`src/rtl/rbr_add_subb_pipe.sv`:
```
// rtl/rbr_add_subb_pipe.sv - pipelined carry-free RBR adder/subtractor with valid/ready flow control
// Digit cells feed stage 0; later stages are elastic delay stages that stall from the output backward.
module rbr_add_subb_pipe #(
   parameter int W   = 64,
   parameter int LAT = 2
) (
   input  logic             clk,
   input  logic             arst_n,
   input  logic             flush,
   input  logic             in_valid,
   output logic             in_ready,
   input  logic             subb_a,
   input  logic             subb_b,
   input  logic [2*W-1:0]   a,
   input  logic [2*W-1:0]   b,
   output logic             out_valid,
   input  logic             out_ready,
   output logic [2*W+1:0]   s,
   output logic             out_zero
);

   localparam int SW = 2*W+2;

   logic [2*W-1:0] a_n, b_n;
   logic [SW-1:0]  sum_c;
   logic           zero_c;
   logic           hp, gp;
   logic [1:0]     fa1, fa2;
   logic [W:0]     dig_hi, dig_lo;
   logic [W+1:0]   pos_sum;

   // h/g ripple only one digit, so the cell delay is independent of W.
   always_comb begin
      a_n    = subb_a ? ~a : a;
      b_n    = subb_b ? ~b : b;
      sum_c  = '0;
      hp     = 1'b1;
      gp     = 1'b0;
      fa1    = '0;
      fa2    = '0;
      for (int i = 0; i < W; i++) begin
         fa1 = {1'b0, a_n[2*i+1]} + {1'b0, a_n[2*i]} + {1'b0, b_n[2*i+1]};
         fa2 = {1'b0, fa1[0]} + {1'b0, b_n[2*i]} + {1'b0, hp};
         sum_c[2*i+1] = fa2[0];
         sum_c[2*i]   = gp;
         hp = fa1[1];
         gp = fa2[1];
      end
      sum_c[2*W+1] = hp;
      sum_c[2*W]   = gp;
   end

   // value(s) = X + Y - (2^(W+1)-1), with X/Y the upper/lower digit bits read as binary.
   always_comb begin
      dig_hi = '0;
      dig_lo = '0;
      for (int i = 0; i <= W; i++) begin
         dig_hi[i] = sum_c[2*i+1];
         dig_lo[i] = sum_c[2*i];
      end
      pos_sum = {1'b0, dig_hi} + {1'b0, dig_lo};
      zero_c  = (pos_sum == {1'b0, {(W+1){1'b1}}});
   end

   logic [LAT-1:0] v_q, v_d, adv;
   logic [LAT-1:0] z_q, z_d;
   logic [SW-1:0]  s_q [LAT];
   logic [SW-1:0]  s_d [LAT];
   logic           accept;
   logic           down_full;

   // A stage moves if the output drains or any later stage holds a bubble.
   always_comb begin
      adv       = '0;
      down_full = 1'b1;
      for (int k = 0; k < LAT; k++) begin
         down_full = 1'b1;
         for (int j = k + 1; j < LAT; j++) begin
            down_full = down_full & v_q[j];
         end
         adv[k] = v_q[k] & (out_ready | ~down_full);
      end
   end

   always_comb begin
      in_ready = ~v_q[0] | adv[0];
      accept   = in_valid & in_ready;
      v_d      = v_q;
      z_d      = z_q;
      s_d      = s_q;
      v_d[0]   = accept | (v_q[0] & ~adv[0]);
      if (accept) begin
         s_d[0] = sum_c;
         z_d[0] = zero_c;
      end
      for (int k = 1; k < LAT; k++) begin
         v_d[k] = adv[k-1] | (v_q[k] & ~adv[k]);
         if (adv[k-1]) begin
            s_d[k] = s_q[k-1];
            z_d[k] = z_q[k-1];
         end
      end
      if (flush) begin
         v_d = '0;
      end
   end

   always_ff @(posedge clk or negedge arst_n) begin
      if (!arst_n) begin
         v_q <= '0;
         z_q <= '1;
         for (int k = 0; k < LAT; k++) begin
            s_q[k] <= {(W+1){2'b01}};
         end
      end else begin
         v_q <= v_d;
         z_q <= z_d;
         s_q <= s_d;
      end
   end

   assign out_valid = v_q[LAT-1];
   assign s         = s_q[LAT-1];
   assign out_zero  = z_q[LAT-1];

endmodule
```
`config.mk`:
```
export PLATFORM = sky130hd
export DESIGN_NAME = rbr_add_subb_pipe
export DESIGN_NICKNAME = d
export VERILOG_FILES = /design/src/rtl/rbr_add_subb_pipe.sv
export SDC_FILE = /design/constraint.sdc
export NUM_CORES = 1
export LEC_CHECK = 0
export CAP_MARGIN = 25
export CORE_MARGIN = 2
export CORE_UTILIZATION = 62
export CTS_BUF_LIST = sky130_fd_sc_hd__clkbuf_8 sky130_fd_sc_hd__clkbuf_16
export DETAILED_ROUTE_END_ITERATION = 12
export DONT_BUFFER_PORTS = 1
export PLACE_DENSITY_LB_ADDON = 0.3
export SYNTH_ARGS = -nofsm -noshare
export SYNTH_HDL_FRONTEND = slang
export SYNTH_SLANG_ARGS = --single-unit
```
`constraint.sdc`:
```
create_clock -name clk -period 3.4 [get_ports clk]
set_clock_uncertainty 0.1 [all_clocks]
set_input_delay 0.17 -clock clk [delete_from_list [all_inputs] [get_ports clk]]
set_output_delay 0.17 -clock clk [all_outputs]
set_load 0.005 [all_outputs]
```
# ---- Word level (Yosys, flattened, before mapping)
# Cells that the tools add are included.
dict set report totals {
  register_bits 264
  latch_bits 0
  ramBits 0
  mem_bits_ro 0
  input_bits 263
  out_inout_bits 133
  wordCells 281
  mem_count 0
}
dict set report op_classes {
  n_addsub 257
  n_mul 0
  div 0
  magnitude_cmp 0
  eq_ne 1
  shift 0
  muxes 3
  n_bitwise 15
  reduce_logical 0
}
# operator count
set op_table {}
lappend op_table {{1-bit by 1-bit adder with 2-bit output} 128}
lappend op_table {{128-bit 2-to-1 mux} 2}
lappend op_table {{128-bit NOT} 2}
lappend op_table {{2-bit by 1-bit adder with 2-bit output} 127}
lappend op_table {{65-bit by 65-bit adder with 66-bit output} 1}
lappend op_table {{66-bit by 65-bit equality test with 1-bit output, second input constant} 1}
lappend op_table {{1-bit bitwise AND} 5}
lappend op_table {{1-bit NOT} 4}
lappend op_table {{1-bit OR} 4}
lappend op_table {{2-bit by 1-bit adder with 2-bit output, second input constant} 1}
lappend op_table {{2-bit 2-to-1 mux} 1}

# ---- Depth between registers and ports, before layout
dict set report logic_depth {
  word_depth 8
  depth_mapped 20
  ltp_nobuf 18
}

# ---- Least setup slack after synthesis
# No wires, ideal clock.
dict set report synth_path {
  path_type {input to register}
  start {input subb_a}
  end {register z_q[0]}
  arrival_time_ps 5384
  required_ps 3239
  slack_ps -2146
  cell_stages 19
  n_path_buf 3
  path_cell_list {clkbuf_1 buf_1 xnor2_1 fa_1 fa_1 inv_1 ha_1 nand4_2 or3_1 or3_1 buf_6 a31oi_1 or4b_1 nand4_1 or4_1 or4_1 a2111oi_2 nand4_1 nand2_1}
}
dict set report synth_via {
  elab_chain_len 7
  word_cells_on_any_way 259
}
# item line
set synth_lines {}
lappend synth_lines {{from (decl)} 12} ;# input logic subb_a,
lappend synth_lines {{128-bit 2-to-1 mux *} 34} ;# a_n = subb_a ? ~a : a;
lappend synth_lines {{1-bit by 1-bit adder with 2-bit output} 42} ;# fa1 = {1'b0, a_n[2*i+1]} + {1'b0, a_n[2*i]} + {1'b0, b_n[2*i+1]};
lappend synth_lines {{2-bit by 1-bit adder with 2-bit output} 42}
lappend synth_lines {{1-bit by 1-bit adder with 2-bit output} 43} ;# fa2 = {1'b0, fa1[0]} + {1'b0, b_n[2*i]} + {1'b0, hp};
lappend synth_lines {{2-bit by 1-bit adder with 2-bit output *} 43}
lappend synth_lines {{net dig_hi[10]} 29} ;# logic [W:0] dig_hi, dig_lo;
lappend synth_lines {{65-bit by 65-bit adder with 66-bit output *} 61} ;# pos_sum = {1'b0, dig_hi} + {1'b0, dig_lo};
lappend synth_lines {{66-bit by 65-bit equality test with 1-bit output *} 62} ;# zero_c = (pos_sum == {1'b0, {(W+1){1'b1}}});
lappend synth_lines {{to (signal assigned)} 117} ;# z_q <= z_d;
lappend synth_lines {{to (decl)} 66} ;# logic [LAT-1:0] z_q, z_d;
# Mark *: on every way through the listed nets, which the timed path passes. The rest lies on a longest branch.
# A chain may end at the register's enable or synchronous reset.

# ---- Worst setup path after layout
# Same ends and word-level chain as after synthesis.

==> impl_metrics.json <==
{
  "ios": 396,
  "synth_top_cell_by_area": "dfstp_2",
  "p_clk_share_pct": 11.7,
  "period_needed_ps": 4850,
  "irDropWorstVdd_uv": 680,
  "whs_ps": -815,
  "dp_slack_ps": -1870,
  "hold_path.class": "in2async",
  "clkTransAtPathRegs_ps": 80,
  "async_reset_ff_share_pct": 100,
  "power_mw": 30.4,
  "power_frac_comb_pct": 68.4,
  "viasPerCell": 6.44,
  "synth.cells.most_frequent": "mux2_2 (219), xnor2_1 (168), nand2_1 (146)",
  "netlist_area_um2": 21300,
  "nets": 2832,
  "synthAdderAreaFrac_pct": 15.9,
  "worst_pin_slew_ps": 902,
  "wl_per_cell_um": 28.7,
  "layout-drive-gt1-share_pct": 40.7,
  "synth_seq_area_share_pct": 31.8,
  "final_core_util_pct": 77.2,
  "syn-num-nets": 2551,
  "crit_slowest_cell": "fa_1",
  "maxCapViolCount": 0,
  "avgSynthCellArea_um2": 10.1,
  "dp.cells": 2762,
  "switchingPower_mw": 13.7,
  "synthSimpleGateAreaFrac_pct": 8.80,
  "cts_sinks": 264,
  "cts_tree": "yes",
  "fmax_ghz": 0.206,
  "r2r_setup_slack_ps": 320,
  "grt_pass1_wl_um": 118000,
  "hold_viol_final": 264,
  "drc_errors": 0,
  "p_leak_nw": 11.2,
  "crit_chain": "xnor2_2 > fa_1 > fa_1 > inv_1 > ha_1 > a21oi_2 > o21a_1 > o21a_2 > buf_4 > o21ai_1 > a222oi_1 > buf_4 > nand4_1 > or4_4 > or4_4 > a2111oi_4 > nand4_1 > nand2_1",
  "setup_viol": 1,
  "die-area_um2": 35800,
  "startpoint_type": "input pin",
  "synth-compound-area-share_pct": 11.1,
  "clock_latency_ps": 580,
  "synth_mux_area_share_pct": 11.8,
  "p_int_mw": 16.6,
  "cp.arrival_ps": 5260,
  "synth-edff-count": 0,
  "yosysMostFrequentCell": "mux2_2",
  "synth_cells": 2095,
  "drt-pass1-iter-count": 6,
  "drv_slew": 0,
  "cts_buffer_depth": 3,
  "port_buffers": 0,
  "ff2ff_path_depth": 12,
  "synth-seq-cells": 264,
  "r2r_start": "v_q[0]$_DFF_PN0_",
  "cts_made_buffers": 28,
  "p_sw_share_pct": 45.3,
  "synth_ff_type": "dfstp_2",
  "core_um2": 33600,
  "seqPwrFrac_pct": 19.9,
  "synth_top_family_by_area": "adder cells",
  "path_class": "in2reg",
  "antenna_found_initial": 3,
  "r2r_end": "z_q[0]$_DFFE_PN1P_",
  "synth-warning-count": 0,
  "vias": 18300,
  "start_util_pct": 63.2,
  "fp.dieH_um": 189,
  "fp-row-count": 67,
  "synth.distinct_cells": 83,
  "crit_path_end_kind": "register",
  "critPathMaxStageDelay_ps": 560,
  "outcome": "finished, violations left",
  "post_synth_main_area_contributors": "dfstp_2 (16%), dfrtp_1 (16%), fa_1 (12%)",
  "rsz0062_at_grt": "true",
  "hpwl_um": 56500,
  "grt-ovfl-total": 0,
  "violations": "negative hold slack, negative setup slack",
  "place_congestion": 1.08,
  "synth_xor_area_share_pct": 11.2,
  "antenna_left": 0,
  "die_x_um": 189,
  "min_period_over_period_pct": 143,
  "hold_buffers": 29,
  "cts_htree_levels": 1,
  "drt_wl_total_um": 81800,
  "grt_usage_pct": 44.1,
  "cp_max_fo": 128,
  "p_per_area_nw_per_um2": 1170,
  "final.setup.worst_slack_ps": -1450,
  "yosysTopAreaCellShare_pct": 16.3,
  "grt_pass1_vias": 19000,
  "cts_root_buffer": "clkbuf_16",
  "required_ps": 3800,
  "area_growth_pct": 22.0,
  "drt_iter0_drc": 1956,
  "grt_max_degree": 265,
  "stdcell_count": 2848,
  "relSlewSlack_pct": 39.9
}
power by group through the flow:
stage	combinational [mW]	clock, mW	sequential [mW]
after floorplan	10.6	0	5.29
after global placement	18.6	0	5.78
final	20.8	3.56	6.04
after detailed placement	18.9	0	5.91
after CTS	19.6	3.52	5.91
after global routing	21.7	3.67	6.10
through the flow:
| step | hold slack [ps] | TNS (ps) | area [um2] |
|---|---|---|---|
| final | -815 | -1450 | 25900 |
| after global routing | -813 | -1430 | 25900 |
| after CTS | -828 | -1020 | 25700 |
| after detailed placement | -221 | -1870 | 24100 |
| after global placement | -221 | -1810 | 24100 |
| after floorplan | -226 | -1420 | 21700 |
critical path: cells and delay by family:
kind	cells	cell delay, ps
adder cells (fa/ha/maj)	3	1460
AND/OR/NAND/NOR	5	1360
AO/OA/AOI/OAI	6	1290
buffers and inverters	3	420
XOR/XNOR	1	290
layout make-up:
type | count | area [um2]
fillers | 1986 | 7670
well taps | 448 | 561
flip-flops and latches | 264 | 6770
diodes | 2 | 5.00
repair buffers | 485 | 3750
inverters | 140 | 526
multi-input cells | 1457 | 13300
clock inverters | 19 | 278
clock buffers | 33 | 781
metal layers:
metal | GRT usage [%] | vias to the layer above | routed length [um]
met3 | 9.82 | 308 | 8760
li1 | - | 7615 | -
met5 | 0 | - | 0
met4 | 17.1 | 0 | 4110
met1 | 57.3 | 9081 | 30800
met2 | 72.2 | 1329 | 38100
what timing repair did:
item,CTS,global route
pin swaps,13,10
buffers inserted,2,1
gates resized for setup,51,30
setup endpoints to repair,1,1
hold endpoints to repair,291,264
cloned,0,0
placed cells by master, fill, tap and decap left out, types with 8 or more instances in the layout:
cell type        n
a21oi_1         88
a21oi_2         14
xnor2_2         24
nand3_1         20
mux2_2         219
o21a_1          21
a31oi_1         11
xnor2_4          8
fa_2             8
a22oi_1          9
xor2_1         101
nor3_1          21
o211ai_1         8
dlygate4sd3_1   29
nand2_1        142
inv_1          137
nor4_1          16
dfrtp_1        132
ha_1            54
o21ai_0        111
a211oi_1        11
o21ai_1          9
fa_1           120
dfstp_2        132
nand4_1         45
clkbuf_16       29
buf_4          453
xnor2_1        136
a221oi_1        12
ha_4            11
nor2_1          85
a21o_1          13
how the worst max path moves through the flow:
stage | cells after the start | end | start | slack, ps
2_1_floorplan | 19 | z_q[0]$_DFFE_PN1P_ | subb_a | -1420
3_3_place_gp | 17 | z_q[0]$_DFFE_PN1P_ | subb_a | -1810
3_5_place_dp | 19 | z_q[0]$_DFFE_PN1P_ | subb_b | -1870
4_1_cts | 18 | z_q[0]$_DFFE_PN1P_ | subb_a | -1020
5_1_grt | 18 | z_q[0]$_DFFE_PN1P_ | subb_b | -1430
6_report | 18 | z_q[0]$_DFFE_PN1P_ | subb_a | -1450
sequential cells by signal, summed over array words and instances, names as in the netlist:
register / count
s: 130
s_q: 130
v_q: 2
z_q: 2
logic make-up after synthesis:
kind of cell / count (synthesis)
buffers and inverters: 374
XOR/XNOR: 273
adder cells (fa/ha/maj): 193
AND/OR/NAND/NOR: 390
AO/OA/AOI/OAI: 378
flip-flops: 264
multiplexers: 223
(Power assumes the default switching activity.)
